File: config.mk
export PLATFORM = sky130hd
export DESIGN_NAME = aud_ram_mon_tx_flat
export DESIGN_NICKNAME = d
export VERILOG_FILES = /design/src/rtl/aud_ram_mon_tx_if.sv /design/src/rtl/aud_ram_mon_tx.sv /design/src/flat_wrapper.sv
export SDC_FILE = /design/constraint.sdc
export NUM_CORES = 1
export LEC_CHECK = 0
export BUFFER_PORTS_ARGS = -buffer_cell sky130_fd_sc_hd__buf_2
export CAP_MARGIN = 10
export CORE_MARGIN = 3
export CORE_UTILIZATION = 30
export DETAILED_ROUTE_END_ITERATION = 16
export PLACE_DENSITY = 0.58
export SYNTH_ARGS = -nofsm -noshare
export SYNTH_HDL_FRONTEND = slang
export SYNTH_SLANG_ARGS = --single-unit
File: constraint.sdc
create_clock -name clk_sys_i -period 12.1 [get_ports clk_sys_i]
set_input_delay 2.42 -clock clk_sys_i [delete_from_list [all_inputs] [get_ports clk_sys_i]]
set_output_delay 2.42 -clock clk_sys_i [all_outputs]
set_load 0.1 [all_outputs]
File: src/rtl/aud_ram_mon_tx_if.sv
// ---------------------------------------------------------------------------
// aud_ram_mon_tx_if
// Host-side command/response channel of the AUD RAM-monitor sequencer.
//   cmd_*  : one memory command, valid/ready handshake (host -> sequencer)
//   rsp_*  : one response word, valid/ready handshake (sequencer -> host)
// Modports: master = host side, slave = sequencer side.
// ---------------------------------------------------------------------------
interface aud_ram_mon_tx_if;
    logic        cmd_valid_i;
    logic        cmd_ready_o;
    logic        cmd_write_i;
    logic [1:0]  cmd_size_i;
    logic [31:0] cmd_addr_i;
    logic [31:0] cmd_data_i;
    logic        rsp_valid_o;
    logic        rsp_ready_i;
    logic [31:0] rsp_data_o;
    logic        rsp_err_o;

    modport master (
        output cmd_valid_i, cmd_write_i, cmd_size_i, cmd_addr_i, cmd_data_i,
        output rsp_ready_i,
        input  cmd_ready_o,
        input  rsp_valid_o, rsp_data_o, rsp_err_o
    );

    modport slave (
        input  cmd_valid_i, cmd_write_i, cmd_size_i, cmd_addr_i, cmd_data_i,
        input  rsp_ready_i,
        output cmd_ready_o,
        output rsp_valid_o, rsp_data_o, rsp_err_o
    );
endinterface

File: src/rtl/aud_ram_mon_tx.sv
// ---------------------------------------------------------------------------
// aud_ram_mon_tx
// Command sequencer for AUD RAM-monitor mode. Takes one read/write command
// from the host, serialises it onto the AUD pins, turns the bus around,
// polls the target's ready/busy status, collects read data and returns a
// single response word.
// Ports:
//   clk_sys_i, rst_i : system clock, synchronous active-high reset
//   host             : command/response channel (aud_ram_mon_tx_if.slave)
//   aud_ck_o         : AUD clock (idles high)
//   aud_nsync_o      : frame sync, active low
//   aud_data_o/_oe_o : nibble to target and its pad output enable
//   aud_data_i       : nibble from target
//   busy_o           : high whenever the sequencer is not idle
// ---------------------------------------------------------------------------
module aud_ram_mon_tx #(
    parameter int unsigned g_clk_div = 2,
    parameter int unsigned g_timeout = 1024
) (
    input  logic             clk_sys_i,
    input  logic             rst_i,
    aud_ram_mon_tx_if.slave  host,
    output logic             aud_ck_o,
    output logic             aud_nsync_o,
    output logic [3:0]       aud_data_o,
    output logic             aud_data_oe_o,
    input  logic [3:0]       aud_data_i,
    output logic             busy_o
);

    localparam int unsigned PH_W   = $clog2(g_clk_div) + 1;
    localparam int unsigned BUSY_W = $clog2(g_timeout + 1);

    // Last cycle of the low phase and last cycle of the whole AUD_CK period.
    localparam logic [PH_W-1:0]   PH_LOW_LAST = PH_W'(g_clk_div - 1);
    localparam logic [PH_W-1:0]   PH_LAST     = PH_W'(2 * g_clk_div - 1);
    localparam logic [BUSY_W-1:0] BUSY_MAX    = BUSY_W'(g_timeout);

    typedef enum logic [2:0] {
        S_IDLE, S_SEND, S_TURN, S_WAIT, S_READ, S_RESP
    } state_t;

    state_t            state_q, state_d;
    logic [PH_W-1:0]   ph_q, ph_d;
    logic [4:0]        nib_q, nib_d;
    logic [BUSY_W-1:0] busy_cnt_q, busy_cnt_d;
    logic              wr_q, wr_d;
    logic [1:0]        size_q, size_d;
    logic [31:0]       addr_q, addr_d;
    logic [31:0]       data_q, data_d;
    logic              ck_q, ck_d;
    logic              nsync_q, nsync_d;
    logic [3:0]        dout_q, dout_d;
    logic              oe_q, oe_d;
    logic              rsp_valid_q, rsp_valid_d;
    logic [31:0]       rsp_data_q, rsp_data_d;
    logic              rsp_err_q, rsp_err_d;

    // Nibbles of payload: byte=2, word=4, long=8.
    function automatic logic [4:0] nib_count(input logic [1:0] size);
        case (size)
            2'b00:   return 5'd2;
            2'b01:   return 5'd4;
            default: return 5'd8;
        endcase
    endfunction

    // Nibble k of the outgoing frame: command, 8 address nibbles, then the
    // low N data nibbles of a write, most significant first.
    function automatic logic [3:0] send_nibble(input logic [4:0]  k,
                                               input logic        wr,
                                               input logic [1:0]  size,
                                               input logic [31:0] addr,
                                               input logic [31:0] data);
        logic [31:0] t;
        int          n;
        n = int'(nib_count(size));
        if (k == 5'd0)
            t = {28'd0, wr, 1'b0, size};
        else if (k <= 5'd8)
            t = addr >> (4 * (8 - int'(k)));
        else
            t = data >> (4 * (n - 1 - (int'(k) - 9)));
        return t[3:0];
    endfunction

    logic       period_end;
    logic [4:0] send_total;
    logic [BUSY_W-1:0] busy_inc;

    assign period_end = (ph_q == PH_LAST);
    assign send_total = 5'd9 + (wr_q ? nib_count(size_q) : 5'd0);
    assign busy_inc   = (busy_cnt_q == BUSY_MAX) ? busy_cnt_q : busy_cnt_q + 1'b1;

    // NOTE: every signal driven here gets its default first so no path can
    // leave one unassigned and infer a latch.
    always_comb begin
        state_d     = state_q;
        ph_d        = ph_q;
        nib_d       = nib_q;
        busy_cnt_d  = busy_cnt_q;
        wr_d        = wr_q;
        size_d      = size_q;
        addr_d      = addr_q;
        data_d      = data_q;
        ck_d        = ck_q;
        nsync_d     = nsync_q;
        dout_d      = dout_q;
        oe_d        = oe_q;
        rsp_valid_d = rsp_valid_q;
        rsp_data_d  = rsp_data_q;
        rsp_err_d   = rsp_err_q;

        // AUD_CK generation for all pin-active states. Outputs only move at
        // the falling edge, i.e. on the cycle after period_end.
        if (state_q inside {S_SEND, S_TURN, S_WAIT, S_READ}) begin
            if (period_end) begin
                ph_d = '0;
                ck_d = 1'b0;
            end else begin
                ph_d = ph_q + 1'b1;
                if (ph_q == PH_LOW_LAST)
                    ck_d = 1'b1;
            end
        end

        case (state_q)
            S_IDLE: begin
                if (host.cmd_valid_i) begin
                    if (host.cmd_size_i == 2'b11) begin
                        state_d     = S_RESP;
                        rsp_valid_d = 1'b1;
                        rsp_err_d   = 1'b1;
                        rsp_data_d  = '0;
                    end else begin
                        state_d    = S_SEND;
                        wr_d       = host.cmd_write_i;
                        size_d     = host.cmd_size_i;
                        addr_d     = host.cmd_addr_i;
                        data_d     = host.cmd_data_i;
                        ph_d       = '0;
                        nib_d      = '0;
                        busy_cnt_d = '0;
                        ck_d       = 1'b0;
                        nsync_d    = 1'b0;
                        oe_d       = 1'b1;
                        dout_d     = {host.cmd_write_i, 1'b0, host.cmd_size_i};
                        rsp_data_d = '0;
                        rsp_err_d  = 1'b0;
                    end
                end
            end

            S_SEND: begin
                if (period_end) begin
                    if (nib_q == send_total - 5'd1) begin
                        state_d = S_TURN;
                        nsync_d = 1'b1;
                        oe_d    = 1'b0;
                        dout_d  = '0;
                    end else begin
                        nib_d  = nib_q + 5'd1;
                        dout_d = send_nibble(nib_q + 5'd1, wr_q, size_q, addr_q, data_q);
                    end
                end
            end

            S_TURN: begin
                if (period_end) begin
                    state_d    = S_WAIT;
                    busy_cnt_d = '0;
                end
            end

            S_WAIT: begin
                if (period_end) begin
                    if (aud_data_i == 4'b0000) begin
                        busy_cnt_d = busy_inc;
                        if (busy_inc == BUSY_MAX) begin
                            state_d     = S_RESP;
                            ck_d        = 1'b1;
                            rsp_valid_d = 1'b1;
                            rsp_err_d   = 1'b1;
                            rsp_data_d  = '0;
                        end
                    end else if (aud_data_i == 4'b0001) begin
                        busy_cnt_d = '0;
                        if (wr_q) begin
                            state_d     = S_RESP;
                            ck_d        = 1'b1;
                            rsp_valid_d = 1'b1;
                            rsp_err_d   = 1'b0;
                        end else begin
                            state_d = S_READ;
                            nib_d   = '0;
                        end
                    end else begin
                        // Anything but busy/ready is a protocol error.
                        state_d     = S_RESP;
                        ck_d        = 1'b1;
                        rsp_valid_d = 1'b1;
                        rsp_err_d   = 1'b1;
                        rsp_data_d  = '0;
                    end
                end
            end

            S_READ: begin
                if (period_end) begin
                    rsp_data_d = {rsp_data_q[27:0], aud_data_i};
                    if (nib_q == nib_count(size_q) - 5'd1) begin
                        state_d     = S_RESP;
                        ck_d        = 1'b1;
                        rsp_valid_d = 1'b1;
                        rsp_err_d   = 1'b0;
                    end else begin
                        nib_d = nib_q + 5'd1;
                    end
                end
            end

            S_RESP: begin
                if (host.rsp_ready_i) begin
                    state_d     = S_IDLE;
                    rsp_valid_d = 1'b0;
                end
            end

            default: state_d = S_IDLE;
        endcase
    end

    // NOTE: state is updated with non-blocking assignments so every register
    // samples the pre-edge value of every other register.
    always_ff @(posedge clk_sys_i) begin
        if (rst_i) begin
            state_q     <= S_IDLE;
            ph_q        <= '0;
            nib_q       <= '0;
            busy_cnt_q  <= '0;
            ck_q        <= 1'b1;
            nsync_q     <= 1'b1;
            dout_q      <= '0;
            oe_q        <= 1'b0;
            rsp_valid_q <= 1'b0;
            rsp_data_q  <= '0;
            rsp_err_q   <= 1'b0;
        end else begin
            state_q     <= state_d;
            ph_q        <= ph_d;
            nib_q       <= nib_d;
            busy_cnt_q  <= busy_cnt_d;
            ck_q        <= ck_d;
            nsync_q     <= nsync_d;
            dout_q      <= dout_d;
            oe_q        <= oe_d;
            rsp_valid_q <= rsp_valid_d;
            rsp_data_q  <= rsp_data_d;
            rsp_err_q   <= rsp_err_d;
        end
    end

    // NOTE: the latched command is only read after a fresh accept overwrites
    // it, so these datapath registers carry no reset.
    always_ff @(posedge clk_sys_i) begin
        wr_q   <= wr_d;
        size_q <= size_d;
        addr_q <= addr_d;
        data_q <= data_d;
    end

    assign host.cmd_ready_o = (state_q == S_IDLE);
    assign host.rsp_valid_o = rsp_valid_q;
    assign host.rsp_data_o  = rsp_data_q;
    assign host.rsp_err_o   = rsp_err_q;
    assign aud_ck_o         = ck_q;
    assign aud_nsync_o      = nsync_q;
    assign aud_data_o       = dout_q;
    assign aud_data_oe_o    = oe_q;
    assign busy_o           = (state_q != S_IDLE);

endmodule

File: src/flat_wrapper.sv
// flat-port wrapper written by rule: the top's interface ports become plain ports
module aud_ram_mon_tx_flat 
#(
    parameter int unsigned g_clk_div = 2,
    parameter int unsigned g_timeout = 1024
)
  (clk_sys_i, rst_i, aud_ck_o, aud_nsync_o, aud_data_o, aud_data_oe_o, aud_data_i, busy_o, host_cmd_valid_i, host_cmd_write_i, host_cmd_size_i, host_cmd_addr_i, host_cmd_data_i, host_rsp_ready_i, host_cmd_ready_o, host_rsp_valid_o, host_rsp_data_o, host_rsp_err_o);
  aud_ram_mon_tx_if host_i ();
  input  logic clk_sys_i;
  input  logic rst_i;
  output logic aud_ck_o;
  output logic aud_nsync_o;
  output logic [3:0] aud_data_o;
  output logic aud_data_oe_o;
  input  logic [3:0] aud_data_i;
  output logic busy_o;
  input wire logic [$bits(host_i.cmd_valid_i)-1:0] host_cmd_valid_i;
  input wire logic [$bits(host_i.cmd_write_i)-1:0] host_cmd_write_i;
  input wire logic [$bits(host_i.cmd_size_i)-1:0] host_cmd_size_i;
  input wire logic [$bits(host_i.cmd_addr_i)-1:0] host_cmd_addr_i;
  input wire logic [$bits(host_i.cmd_data_i)-1:0] host_cmd_data_i;
  input wire logic [$bits(host_i.rsp_ready_i)-1:0] host_rsp_ready_i;
  output wire logic [$bits(host_i.cmd_ready_o)-1:0] host_cmd_ready_o;
  output wire logic [$bits(host_i.rsp_valid_o)-1:0] host_rsp_valid_o;
  output wire logic [$bits(host_i.rsp_data_o)-1:0] host_rsp_data_o;
  output wire logic [$bits(host_i.rsp_err_o)-1:0] host_rsp_err_o;
  assign host_i.cmd_valid_i = host_cmd_valid_i;
  assign host_i.cmd_write_i = host_cmd_write_i;
  assign host_i.cmd_size_i = host_cmd_size_i;
  assign host_i.cmd_addr_i = host_cmd_addr_i;
  assign host_i.cmd_data_i = host_cmd_data_i;
  assign host_i.rsp_ready_i = host_rsp_ready_i;
  assign host_cmd_ready_o = host_i.cmd_ready_o;
  assign host_rsp_valid_o = host_i.rsp_valid_o;
  assign host_rsp_data_o = host_i.rsp_data_o;
  assign host_rsp_err_o = host_i.rsp_err_o;
  aud_ram_mon_tx #(.g_clk_div(g_clk_div), .g_timeout(g_timeout)) u_core (.clk_sys_i(clk_sys_i), .rst_i(rst_i), .host(host_i), .aud_ck_o(aud_ck_o), .aud_nsync_o(aud_nsync_o), .aud_data_o(aud_data_o), .aud_data_oe_o(aud_data_oe_o), .aud_data_i(aud_data_i), .busy_o(busy_o));
endmodule
==> flow_summary.json <==
{
  "ant_nets": 0,
  "ys_async_sr_fraction_pct": 0,
  "hp-class": "reg -> reg",
  "grt_pass1_wl_um": 26190,
  "cts_tree": "built",
  "antenna_found_initial": 0,
  "clk_latency_ns": 0.42,
  "finClkSkew_ns": 0.01646,
  "n_antenna_cell": 0,
  "dieArea_um2": 23510,
  "r2r_slack_ns": 6.48,
  "arrival_ns": 5.98,
  "ff_latch_area_um2": 3253,
  "post_cts_resized": 0,
  "cts_buffer_depth": 2,
  "start_util_pct": 30.78,
  "die_x_um": 153.3,
  "stdcell_count": 987,
  "multiInputGateArea_um2": 3019,
  "setup_viol": 0,
  "yosysUniqueCellTypes": 69,
  "fmax_ghz": 0.1780,
  "worstSetupEndpointType": "flop",
  "drc_errors": 0,
  "numCtsBuffers": 17,
  "final_cell_area_um2": 7904,
  "grt_pass1_vias": 4989,
  "critPathLaunchType": "flop",
  "yosysWarnings": 0,
  "setup_tns_ns": 0,
  "min_period_over_period_pct": 46.42,
  "cpPeakStageDelay_ns": 0.63,
  "routed_via_density": 5.208,
  "path_class": "reg -> reg",
  "cts_root_buf": "clkbuf_16",
  "gr-total-overflow": 0,
  "status": "finished clean",
  "slew_headroom_pct": 38.57,
  "cts.sinks": 129,
  "cts_hold_buf": 0,
  "p_per_area_nw_per_um2": 194.4,
  "n_fill_cell": 2048,
  "synth_flop_cell": "edfxtp_1",
  "pin_count": 118,
  "ir_drop_mv": 0.09720,
  "holdWs_ns": 0.4699,
  "tightest_slew_ns": 0.9180,
  "routedWlPerCell_um": 16.19,
  "die_h_um": 153.3,
  "synth_nets": 693,
  "period_needed_ns": 5.617,
  "area_growth_pct": 21.39,
  "syn-cell-area_um2": 6511,
  "rsz0062_at_grt": "false",
  "wl_um": 15980,
  "nets": 794,
  "cp_max_fo": 15,
  "portBuffers": 117,
  "synth_edf_count": 67,
  "hold_viol_final": 0,
  "yosysSeqAreaShare_pct": 49.96,
  "dp_cells": 955,
  "synth-seq-cells": 129,
  "cp_slowest_cell": "dfxtp_1",
  "drv_cap": 0,
  "drtIter0Drc": 367,
  "cpMostUsedCell": "nand2_1",
  "crit_chain": "ha_1, nor4bb_1, a31oi_1, o221a_2, nand2_1, ha_1, or3_1, o221a_2, nand2_1, nand2_1, fa_1, or4_1, or3_1, a211o_1, or4_4, o211ai_1, a31o_1",
  "required_ns": 12.46,
  "grt.total_usage_pct": 13.74,
  "avgSynthCellArea_um2": 10.89,
  "globalplace.congestion": 0.8205,
  "dr.pass1.iters": 5,
  "grt_start_max_net_pins": 73,
  "vias": 5140,
  "core_area_um2": 21150,
  "post_cts_buffers": 0,
  "synth_cells": 598,
  "placed_area_um2": 7326,
  "cts.clk_slew.worst_paths_ns": 0.06,
  "dp.final_hpwl_um": 11300,
  "drv_slew": 0,
  "rows": 53,
  "htree_levels": 4,
  "p_total_w": 0.001536,
  "p_leak_nw": 3.011,
  "drive_above_1_share_pct": 25.98
}
## final timing paths
kind | start | cells past startpoint | endpoint
max reg2reg | u_core.nib_q[1] | 17 | u_core.aud_data_o[3]
min reg2reg | u_core.host.rsp_data_o[31] | 1 | u_core.host.rsp_data_o[31]
min | u_core.host.rsp_data_o[31] | 1 | u_core.host.rsp_data_o[31]
max | u_core.nib_q[1] | 17 | u_core.aud_data_o[3]
## metal layers
layer  vias up  global-route usage [%]  part of all wire [%]
met5         -                       0                     0
met4         0                   3.946                   1.3
met3        16                   3.454                   5.6
met2       151                   20.69                    45
met1      2482                   19.63                    48
li1       2491                       -                     -
## final cells by class
type                    instances  area share (%)
clock buffers                  25           6.712
clock inverters                 7          0.6016
inverters                      25           1.187
multi-input cells             405           38.20
flip-flops and latches        129           41.16
well taps                     275           4.353
repair buffers                121           7.789
## flip-flops by register name, summed over array words and instances (netlist names)
signal / cells
u_core.data_q: 32
u_core.busy_cnt_q: 11
u_core.host.rsp_err_o: 1
u_core.nib_q: 5
u_core.host.rsp_data_o: 32
u_core.state_q: 3
u_core.size_q: 2
u_core.aud_data_o: 4
u_core.aud_nsync_o: 1
u_core.addr_q: 32
u_core.host.rsp_valid_o: 1
u_core.ph_q: 2
u_core.aud_data_oe_o: 1
u_core.wr_q: 1
u_core.aud_ck_o: 1
## synth_stat cells (8+ instances only)
library cell | n | share of area [%]
edfxtp_1 | 67 | 31
dfxtp_1 | 62 | 19
nand2_1 | 40 | 2.3
nor2_1 | 35 | 2.0
a21oi_1 | 33 | 2.5
a22o_1 | 32 | 4.3
clkbuf_1 | 31 | 1.8
o21ai_0 | 31 | 2.4
inv_1 | 25 | 1.4
nand4_1 | 23 | 2.2
mux4_2 | 16 | 5.5
nand2b_1 | 16 | 1.5
nand3_1 | 14 | 1.1
ha_1 | 12 | 2.3
or3_1 | 10 | 0.96
fa_1 | 8 | 2.5
nor3_1 | 8 | 0.61
## cells by family (layout without fill, tap and decap cells)
| group | count (synthesis) | after routing | synth area share, % |
|---|---|---|---|
| and+or+nand+nor | 191 | 191 | 15.78 |
| AOI/OAI and AO/OA | 161 | 161 | 17.77 |
| DFF | 129 | 129 | 49.96 |
| buffers and inverters | 64 | 178 | 3.824 |
| muxes | 23 | 23 | 6.630 |
| adders and majority gates | 20 | 20 | 4.765 |
| xor gates and xnor gates | 9 | 9 | 1.211 |
| other | 1 | 1 | 0.05759 |
## metrics by stage
stage | setup WS [ns] | utilization [%]
floorplan | 5.019 | -
CTS | 6.525 | 37.36
detailed placement | 6.559 | 34.63
finish | 6.483 | 37.36
global placement | 6.692 | 34.63
global route | 6.281 | 37.36
## report_power, final
group	leakage (nW)	internal (W)	total [W]	switching, W
clock	0.280	0.000303	0.000489	0.000186
sequential	1.13	0.000532	0.000570	0.0000388
combinational	1.60	0.000151	0.000477	0.000326
## layout by cell type, fill, tap and decap left out, drive strengths merged, types with 3 or more instances in the layout
cell	synthesis	routed
buf	8	121
edfxtp	67	67
dfxtp	62	62
nand2	40	40
nor2	35	35
a21oi	33	33
a22o	32	32
o21ai	31	31
inv	25	26
clkbuf	31	25
nand4	23	23
nand2b	16	16
mux4	16	16
nand3	14	14
ha	12	12
or3	10	10
nor3	8	8
fa	8	8
nor2b	7	7
o211ai	6	6
and2	6	6
nor4	6	6
mux2i	6	6
or2	5	5
o21a	5	5
xnor2	5	5
and3	5	5
a31oi	5	5
xor2	4	4
a211o	4	4
a211oi	4	4
a22oi	4	4
a311oi	4	4
a31o	4	4
a21boi	3	3
o22ai	3	3
clkinvlp	0	3
or4	3	3
clkinv	0	3
## critical path: cells and delay by family, from the launching register on
kind,cells,cell delay (ns)
adder cells (fa/ha/maj),3,1.28
AND/OR/NAND/NOR,8,2.38
AO/OA/AOI/OAI,6,1.27
flip-flops,1,0.63
No activity file was read; power rests on OpenSTA's default activity.
